**src/rtl/burst_trapper_pkg.sv**
```systemverilog
// Shared types and helpers for the burst_trapper read/write trapper.
// Imported by the top level and by the FIFO.
package burst_trapper_pkg;

    typedef enum logic {
        R_IDLE,
        R_BURST
    } r_state_t;

    typedef enum logic [1:0] {
        W_IDLE,
        W_DATA,
        W_RESP
    } w_state_t;

    localparam logic [1:0] RESP_OKAY   = 2'b00;
    localparam logic [1:0] RESP_SLVERR = 2'b10;

    // Critical-word-first wrap; beats is a power of two, so masking is the modulo.
    function automatic logic [7:0] word_index(input logic [7:0] offset,
                                              input logic [7:0] k,
                                              input logic [7:0] beats);
        return (offset + k) & (beats - 8'd1);
    endfunction

endpackage

```
**src/rtl/trapper_fifo.sv**
```systemverilog
// Synchronous FIFO with a combinational head output.
// A push while full is dropped even if a pop happens in the same cycle.
module trapper_fifo
    import burst_trapper_pkg::*;
#(
    parameter int DATA_SIZE = 8,
    parameter int DEPTH     = 8
) (
    input  logic                       clk,
    input  logic                       reset,
    input  logic                       push,
    input  logic                       pop,
    input  logic [DATA_SIZE-1:0]       din,
    output logic [DATA_SIZE-1:0]       dout,
    output logic                       full,
    output logic                       empty,
    output logic [$clog2(DEPTH):0]     count
);

    localparam int PW = $clog2(DEPTH);

    logic [DATA_SIZE-1:0] mem [DEPTH];
    logic [PW-1:0]        wr_ptr;
    logic [PW-1:0]        rd_ptr;
    logic                 do_push;
    logic                 do_pop;

    assign full    = (count == (PW + 1)'(DEPTH));
    assign empty   = (count == '0);
    assign do_push = push && !full;
    assign do_pop  = pop && !empty;
    assign dout    = mem[rd_ptr];

    always_ff @(posedge clk) begin
        if (do_push) begin
            mem[wr_ptr] <= din;
        end
    end

    always_ff @(posedge clk) begin
        if (reset) begin
            wr_ptr <= '0;
            rd_ptr <= '0;
            count  <= '0;
        end else begin
            if (do_push) begin
                wr_ptr <= wr_ptr + 1'b1;
            end
            if (do_pop) begin
                rd_ptr <= rd_ptr + 1'b1;
            end
            case ({do_push, do_pop})
                2'b10:   count <= count + 1'b1;
                2'b01:   count <= count - 1'b1;
                default: count <= count;
            endcase
        end
    end

endmodule

```
**src/rtl/burst_trapper.sv**
```systemverilog
// AXI4 read trapper: forwards AR requests to the monitor-bypass, returns buffered
// cache lines as wrapped bursts, and sinks writes with a one-outstanding AW/W/B handshake.
module burst_trapper
    import burst_trapper_pkg::*;
#(
    parameter int         C_S_AXI_ID_WIDTH   = 1,
    parameter int         C_S_AXI_DATA_WIDTH = 128,
    parameter int         C_S_AXI_ADDR_WIDTH = 40,
    parameter int         C_BRAM_DATA_WIDTH  = 512,
    parameter int         CHANNEL_ADDR_WIDTH = C_S_AXI_ADDR_WIDTH - 6,
    parameter int         QUEUE_LENGTH       = 8,
    parameter logic [1:0] WRITE_RESP         = 2'b00
) (
    input  logic                                        S_AXI_ACLK,
    input  logic                                        S_AXI_ARESET,
    input  logic [C_S_AXI_ID_WIDTH-1:0]                 S_AXI_ARID,
    input  logic [C_S_AXI_ADDR_WIDTH-1:0]               S_AXI_ARADDR,
    input  logic [7:0]                                  S_AXI_ARLEN,
    input  logic [2:0]                                  S_AXI_ARSIZE,
    input  logic [1:0]                                  S_AXI_ARBURST,
    input  logic                                        S_AXI_ARVALID,
    output logic                                        S_AXI_ARREADY,
    output logic [C_S_AXI_ID_WIDTH-1:0]                 S_AXI_RID,
    output logic [C_S_AXI_DATA_WIDTH-1:0]               S_AXI_RDATA,
    output logic [1:0]                                  S_AXI_RRESP,
    output logic                                        S_AXI_RLAST,
    output logic                                        S_AXI_RVALID,
    input  logic                                        S_AXI_RREADY,
    input  logic [C_S_AXI_ID_WIDTH-1:0]                 S_AXI_AWID,
    input  logic [C_S_AXI_ADDR_WIDTH-1:0]               S_AXI_AWADDR,
    input  logic [7:0]                                  S_AXI_AWLEN,
    input  logic                                        S_AXI_AWVALID,
    output logic                                        S_AXI_AWREADY,
    input  logic [C_S_AXI_DATA_WIDTH-1:0]               S_AXI_WDATA,
    input  logic [C_S_AXI_DATA_WIDTH/8-1:0]             S_AXI_WSTRB,
    input  logic                                        S_AXI_WLAST,
    input  logic                                        S_AXI_WVALID,
    output logic                                        S_AXI_WREADY,
    output logic [C_S_AXI_ID_WIDTH-1:0]                 S_AXI_BID,
    output logic [1:0]                                  S_AXI_BRESP,
    output logic                                        S_AXI_BVALID,
    input  logic                                        S_AXI_BREADY,
    output logic [CHANNEL_ADDR_WIDTH-1:0]               request_notification_addr,
    output logic [C_S_AXI_ID_WIDTH-1:0]                 request_notification_id,
    output logic [$clog2(C_BRAM_DATA_WIDTH/C_S_AXI_DATA_WIDTH)-1:0] request_notification_offset,
    output logic                                        request_notification_valid,
    input  logic [CHANNEL_ADDR_WIDTH-1:0]               availability_notification_addr,
    input  logic [C_S_AXI_ID_WIDTH-1:0]                 availability_notification_id,
    input  logic [$clog2(C_BRAM_DATA_WIDTH/C_S_AXI_DATA_WIDTH)-1:0] availability_notification_offset,
    input  logic [C_BRAM_DATA_WIDTH-1:0]                availability_notification_data,
    input  logic                                        availability_notification_valid,
    input  logic                                        monitor_bypass_ready,
    output logic                                        overflow_err,
    output logic                                        orphan_err,
    output logic                                        id_mismatch_err,
    output logic                                        read_state,
    output logic [1:0]                                  write_state
);

    localparam int IDW       = C_S_AXI_ID_WIDTH;
    localparam int DW        = C_S_AXI_DATA_WIDTH;
    localparam int BUS_BYTES = DW / 8;
    localparam int BEATS     = C_BRAM_DATA_WIDTH / DW;
    localparam int OW        = $clog2(BEATS);
    localparam int BUS_SHIFT = $clog2(BUS_BYTES);
    localparam int CW        = $clog2(QUEUE_LENGTH) + 1;
    localparam int LINE_W    = IDW + CHANNEL_ADDR_WIDTH + OW + C_BRAM_DATA_WIDTH;
    localparam int REQ_W     = IDW + 8;

    r_state_t r_state, r_next;
    w_state_t w_state, w_next;

    logic [LINE_W-1:0]             d_dout;
    logic                          d_full, d_empty;
    logic [CW-1:0]                 d_count;
    logic [REQ_W-1:0]              q_dout;
    logic                          q_full, q_empty;
    logic [CW-1:0]                 q_count;
    logic                          ar_hs, pop_both;
    logic [IDW-1:0]                d_id, q_id, bid_q;
    logic [CHANNEL_ADDR_WIDTH-1:0] d_addr;
    logic [OW-1:0]                 d_offset, widx;
    logic [C_BRAM_DATA_WIDTH-1:0]  d_data;
    logic [7:0]                    q_len, beat, len;
    logic [DW-1:0]                 line_words [BEATS];
    logic                          unused_sig;

    assign S_AXI_ARREADY = monitor_bypass_ready && !q_full && !S_AXI_ARESET;
    assign ar_hs         = S_AXI_ARVALID && S_AXI_ARREADY;

    assign request_notification_valid  = ar_hs;
    assign request_notification_addr   = S_AXI_ARADDR[CHANNEL_ADDR_WIDTH+5:6];
    assign request_notification_offset = S_AXI_ARADDR[BUS_SHIFT +: OW];
    assign request_notification_id     = S_AXI_ARID;

    trapper_fifo #(.DATA_SIZE(LINE_W), .DEPTH(QUEUE_LENGTH)) u_line_fifo (
        .clk   (S_AXI_ACLK),
        .reset (S_AXI_ARESET),
        .push  (availability_notification_valid),
        .pop   (pop_both),
        .din   ({availability_notification_id, availability_notification_addr,
                 availability_notification_offset, availability_notification_data}),
        .dout  (d_dout),
        .full  (d_full),
        .empty (d_empty),
        .count (d_count)
    );

    trapper_fifo #(.DATA_SIZE(REQ_W), .DEPTH(QUEUE_LENGTH)) u_req_fifo (
        .clk   (S_AXI_ACLK),
        .reset (S_AXI_ARESET),
        .push  (ar_hs),
        .pop   (pop_both),
        .din   ({S_AXI_ARID, S_AXI_ARLEN}),
        .dout  (q_dout),
        .full  (q_full),
        .empty (q_empty),
        .count (q_count)
    );

    assign {d_id, d_addr, d_offset, d_data} = d_dout;
    assign {q_id, q_len}                    = q_dout;

    // Word 0 sits in the most significant slice of the line.
    for (genvar w = 0; w < BEATS; w++) begin : g_words
        assign line_words[w] = d_data[(BEATS-1-w)*DW +: DW];
    end

    assign widx = OW'(word_index(8'(d_offset), beat, 8'(BEATS)));

    always_ff @(posedge S_AXI_ACLK) begin
        if (S_AXI_ARESET) begin
            r_state <= R_IDLE;
            w_state <= W_IDLE;
        end else begin
            r_state <= r_next;
            w_state <= w_next;
        end
    end

    always_comb begin
        r_next       = r_state;
        pop_both     = 1'b0;
        S_AXI_RVALID = 1'b0;
        S_AXI_RLAST  = 1'b0;
        S_AXI_RID    = '0;
        S_AXI_RDATA  = '0;
        S_AXI_RRESP  = RESP_OKAY;
        case (r_state)
            R_IDLE: begin
                if (!d_empty && !q_empty) begin
                    r_next = R_BURST;
                end
            end
            R_BURST: begin
                S_AXI_RVALID = 1'b1;
                S_AXI_RLAST  = (beat == len);
                S_AXI_RID    = q_id;
                S_AXI_RDATA  = line_words[widx];
                if (S_AXI_RREADY && (beat == len)) begin
                    pop_both = 1'b1;
                    r_next   = R_IDLE;
                end
            end
            default: r_next = R_IDLE;
        endcase
    end

    always_comb begin
        w_next        = w_state;
        S_AXI_AWREADY = 1'b0;
        S_AXI_WREADY  = 1'b0;
        S_AXI_BVALID  = 1'b0;
        S_AXI_BRESP   = RESP_OKAY;
        case (w_state)
            W_IDLE: begin
                S_AXI_AWREADY = !S_AXI_ARESET;
                if (S_AXI_AWVALID) begin
                    w_next = W_DATA;
                end
            end
            W_DATA: begin
                S_AXI_WREADY = 1'b1;
                if (S_AXI_WVALID && S_AXI_WLAST) begin
                    w_next = W_RESP;
                end
            end
            W_RESP: begin
                S_AXI_BVALID = 1'b1;
                S_AXI_BRESP  = WRITE_RESP;
                if (S_AXI_BREADY) begin
                    w_next = W_IDLE;
                end
            end
            default: w_next = W_IDLE;
        endcase
    end

    assign S_AXI_BID   = bid_q;
    assign read_state  = r_state;
    assign write_state = w_state;

    always_ff @(posedge S_AXI_ACLK) begin
        if (S_AXI_ARESET) begin
            beat            <= '0;
            len             <= '0;
            bid_q           <= '0;
            overflow_err    <= 1'b0;
            orphan_err      <= 1'b0;
            id_mismatch_err <= 1'b0;
        end else begin
            if (r_state == R_IDLE && r_next == R_BURST) begin
                beat <= '0;
                len  <= q_len;
                if (d_id != q_id) begin
                    id_mismatch_err <= 1'b1;
                end
            end else if (r_state == R_BURST && S_AXI_RREADY && beat != len) begin
                beat <= beat + 8'd1;
            end
            if (w_state == W_IDLE && S_AXI_AWVALID) begin
                bid_q <= S_AXI_AWID;
            end
            if (availability_notification_valid && d_full) begin
                overflow_err <= 1'b1;
            end
            // A line arriving with no outstanding request to claim it.
            if (availability_notification_valid && (d_count >= q_count)) begin
                orphan_err <= 1'b1;
            end
        end
    end

    assign unused_sig = ^{S_AXI_ARSIZE, S_AXI_ARBURST, S_AXI_AWADDR, S_AXI_AWLEN,
                          S_AXI_WDATA, S_AXI_WSTRB, d_addr};

endmodule

```
**config.mk**
```make
export PLATFORM = sky130hd
export DESIGN_NAME = burst_trapper
export DESIGN_NICKNAME = d
export VERILOG_FILES = /design/src/rtl/burst_trapper_pkg.sv /design/src/rtl/trapper_fifo.sv /design/src/rtl/burst_trapper.sv
export SDC_FILE = /design/constraint.sdc
export NUM_CORES = 2
export LEC_CHECK = 0
export ABC_AREA = 1
export CAP_MARGIN = 20
export CORE_MARGIN = 1
export CORE_UTILIZATION = 45
export CTS_BUF_LIST = sky130_fd_sc_hd__clkbuf_4
export DETAILED_ROUTE_END_ITERATION = 8
export HOLD_SLACK_MARGIN = 0.03
export PLACE_DENSITY = 0.65
export SETUP_SLACK_MARGIN = 0.5
export SLEW_MARGIN = 5
export SYNTH_ARGS = -nofsm -noshare
export SYNTH_HDL_FRONTEND = slang
export SYNTH_HIERARCHICAL = 1
export SYNTH_MEMORY_MAX_BITS = 65536
export SYNTH_SLANG_ARGS = --single-unit
```
**constraint.sdc**
```tcl
create_clock -name S_AXI_ACLK -period 28.7 [get_ports S_AXI_ACLK]
set_input_delay 2.87 -clock S_AXI_ACLK [delete_from_list [all_inputs] [get_ports S_AXI_ACLK]]
set_output_delay 2.87 -clock S_AXI_ACLK [all_outputs]
set_load 0.01 [all_outputs]
```
* Word level (Yosys, flattened, before mapping)
Memory sizes are Yosys's and may differ from the RTL's. A register that Yosys moved wholly into a read port is not among the register bits. Index checks and enable logic that the tools add are counted.
Operators by class: reductions and logical operators 29, mux-type cells 29, bitwise operators 2, add/sub/neg operators 10, equality and inequality tests 14, order comparisons 2
Operators with widths (count):
- $mux 128 | 3
- $bmux 128 s2 | 1
- $logic_and 1x1->1 | 16
- $pmux 4 s2 | 2
- $mux 1 | 14
- $add 3x1->3 const B | 4
- $mux 3 | 4
- $add 4x1->4 const B | 2
- $add 8x1->8 const B | 1
- $eq 4x4->1 const B | 2
- $eq 8x8->1 | 1
- $logic_not 4->1 | 2
- $ne 8x8->1 | 1
- $sub 4x1->4 const B | 2
- $eq 2x1->1 const B | 3
- $eq 2x2->1 const B | 3
- $mux 2 | 3
- $ne 2x2->1 const B | 3
- $pmux 2 s3 | 1
- $logic_not 1->1 | 5
- $ge 4x4->1 | 1
- $reduce_bool 2->1 | 2
- $ge 3x3->1 const B | 1
- $not 2->3 | 1
- 8 further kinds | 8
Storage, ports and cells: bits of input ports 806, output and inout bits 184, RAM bits 4464, flip-flop bits (word level) 43, memories kept 2, word-level logic and storage cells 102
Memory list:
- u_line_fifo.mem | depth 8, bits a word 549, read ports 1, clocked after memory_dff 1, write ports 1, line trapper_fifo.sv:22 | logic [DATA_SIZE-1:0] mem [DEPTH];
- u_req_fifo.mem | depth 8, bits a word 9, read ports 1, clocked after memory_dff 1, write ports 1, line trapper_fifo.sv:22

* Depth between registers and ports, before layout
depth in word-level cells 8, gate-level depth with buffers 20, gate-level depth less buffers 19

* Cells and area by module
The synthesis kept the hierarchy.
By module, submodules not included:
- trapper_fifo at u_line_fifo | cells an instance 12419, area each 170562.3 µm², instances 1
- burst_trapper | cells an instance 932, area each 6431.2 µm², instances 1
- trapper_fifo at u_req_fifo | cells an instance 299, area each 3529.6 µm², instances 1

* Least setup slack after synthesis
No wires, ideal clock.
kind input -> register, start input port availability_notification_valid, end memory u_line_fifo/mem[1][0] (netlist bit), enable pin, setup time 1.474 ns, arrival 25.920 ns, path buffers 0, setup slack 1.306 ns, stages on the path 4, path through nand2_1 -> nor2_1 -> inv_1 -> nor2_1
On the way: word-level cells in the longest chain between the ends 3
Ends and longest elaborated chain:
- start: declaration | line burst_trapper.sv:51 | input logic availability_notification_valid,
- $logic_and 1x1->1 | line trapper_fifo.sv:30 | assign do_push = push && !full;
- $mux 1 | line trapper_fifo.sv:35 | if (do_push) begin
- $mux 1 (implied by the code) | line trapper_fifo.sv:36 | mem[wr_ptr] <= din;
- end: declaration | line trapper_fifo.sv:22
No other way between the ends.

==> flow_metrics.tcl <==
set metrics [dict create \
    outcome "completed" \
    end_kind "output pin" \
    power.leakage_nw 65.08 \
    switchingPower_mw 3.217 \
    p_per_area_nw_per_um2 68.33 \
    place_hpwl_um 258400 \
    start_util 0.4525 \
    slowest_delay_ns 0.86 \
    final-setup-viol-count 0 \
    grt_setup_unrepaired "false" \
    clock.fmax_mhz 85.27 \
    path_cells "buf_4, buf_4, nor2_1, nor2_1, o21ai_0, o21ai_1, nand2_1, nand2_1, ha_4, buf_4, buf_4, mux2_2, nand2_1, a21oi_1, clkdlybuf4s50_1" \
    post_cts_buffers 0 \
    path_class "flip-flop to output pin" \
    drc 0 \
    p_seq_frac 0.534 \
    design_area_sq_um 193900 \
    drt.antenna.violating_nets 0 \
    grt_max_degree 194 \
    hp-start "orphan_err" \
    nets 14860 \
    period_needed_ns 11.73 \
    crit_required_ns 25.83 \
    relSlewSlack 0.1926 \
    power_frac_comb 0.090 \
    core_sq_um 375800 \
    tritoncts "done" \
    dieHeight_um 616.7 \
    layout-drive-gt1-share 0.1447 \
    final_cell_mix "4192 x edfxtp_1, 2130 x nor2_1, 1913 x nand2_1" \
    sw_frac_of_total 0.2427 \
    netlist_area_sq_um 170000 \
    grt_pass1_wl_um 669600 \
    place_area_sq_um 180500 \
    use_met2 0.3538 \
    hp-class "flip-flop to flip-flop" \
    num_vias 108000 \
    grt_overflow_total 0 \
    grt-busiest-layer "met2" \
    grt_pass1_vias 102400 \
    cp.arrival_ns 8.86 \
    cap_violations 0 \
    cts_buffers 1164 \
    postCtsHoldBufs 0 \
    crit_fanout 78 \
    grt_use_total 0.2393 \
    drv_slew 0 \
    num_rows 225 \
    firstDrtPassIters 5 \
    yosysWarnings 6 \
    final_common_cell "edfxtp_1" \
    clock_latency_ns 1.66 \
    drt-initial-drc-count 10360 \
    start_kind "flip-flop" \
    ioPinCount 990 \
    gp_congestion 0.8603 \
    vias_per_cell 5.459 \
    wl_per_cell_um 23.33 \
    cpMostUsedCell "buf_4" \
    routed_wirelength_um 461500 \
    cts-resized-gates 0 \
    syn_inst 12900 \
    finalHoldViolations 0 \
    clk_pin_slew_worst_paths_ns 0.07 \
    reg2reg_from "u_line_fifo/count[0]" \
    grtUsageMet1 0.3311 \
    vdd_ir_drop_max_uv 43.29 \
    antenna_found_initial 184 \
    tns_ns 0 \
    synth_area_per_cell_sq_um 13.19 \
    die_area_sq_um 380400 \
    worst_pin_slew_ns 1.211 \
    die_w_um 616.7 \
    critPathBufInv 5 \
    clock_path_buffers 5 \
    final.period_utilization 0.4086 \
    syn2layout_area_growth_pct 14.05 \
    cp_slowest_cell "buf_4" \
    place.port_buffers 678 \
    use_met3 0.06355 \
    skew_ns 0.1638 \
    cts_sinks 4241 \
    htree_levels 7 \
    clkPwrFrac 0.376 \
    p_int_mw 10.04 \
    cp_top_family "buffers and inverters" \
    root_buffer "clkbuf_4" \
]
==> registers in the layout (all words and copies together), names as in the netlist, named ones only <==
name and count:
beat 8, id_mismatch_err 1, orphan_err 1, u_line_fifo/wr_ptr 3, u_req_fifo/mem 72, u_req_fifo/rd_ptr 3, read_state 1, u_req_fifo/wr_ptr 3
len 8, u_line_fifo/count 4, overflow_err 1, write_state 2, u_line_fifo/mem 4120, S_AXI_BID 1, u_line_fifo/rd_ptr 3, u_req_fifo/count 4
==> metrics by stage <==
step | hold WS [ns] | total power, mW | utilization | setup WS, ns | std cells
5_1_grt | 0.4949 | 13.80 | 0.5159 | 16.43 | 19760
2_1_floorplan | 0.4526 | 7.992 | - | 2.781 | 12900
3_5_place_dp | 0.4539 | 8.386 | 0.4803 | 18.62 | 17870
6_report | 0.4592 | 13.25 | 0.5160 | 16.97 | 19780
4_1_cts | 0.4637 | 13.38 | 0.5155 | 16.71 | 19710
3_3_place_gp | 0.4432 | 8.371 | 0.4803 | 18.58 | 17870
==> worst reg2reg max path, delay by kind of cell, from the launching register on <==
family / cells / cell delay [ns]
simple gates: 4 / 1.43
buf+inv: 5 / 3.93
flops: 1 / 0.42
==> cell type report <==
type	count	area (sq um)
Sequential cell	4241	126900
Antenna cell	69	172.7
Clock inverter	232	1161
Tap cell	4994	6248
Timing Repair Buffer	854	8378
Multi-Input combinational cell	7712	38740
Inverter	66	284.0
Clock buffer	1610	12090
Fill cell	31830	181900
==> metal layers <==
| metal | vias to the layer above | share of wire |
|---|---|---|
| met5 | - | 0.0014 |
| met4 | 96 | 0.034 |
| met3 | 883 | 0.085 |
| met2 | 4613 | 0.45 |
| met1 | 52620 | 0.43 |
| li1 | 49760 | - |
==> path summary, 6_finish.rpt <==
check                           endpoint  slack [ns]  cells past startpoint
setup / recovery         S_AXI_RDATA[77]       16.97                     15
hold / removal                orphan_err        0.46                      2
setup reg to reg  u_line_fifo/mem[4][87]       22.40                      9
hold reg to reg               orphan_err        0.46                      2
==> power by group through the flow <==
| stage | sequential, mW | clock, mW | combinational (mW) |
|---|---|---|---|
| 2_1_floorplan | 7.39 | 0 | 0.604 |
| 3_3_place_gp | 7.20 | 0 | 1.17 |
| 3_5_place_dp | 7.21 | 0 | 1.18 |
| 4_1_cts | 7.08 | 5.12 | 1.18 |
| 5_1_grt | 7.09 | 5.44 | 1.27 |
| 6_report | 7.08 | 4.99 | 1.19 |
(Power assumes the default switching activity.)
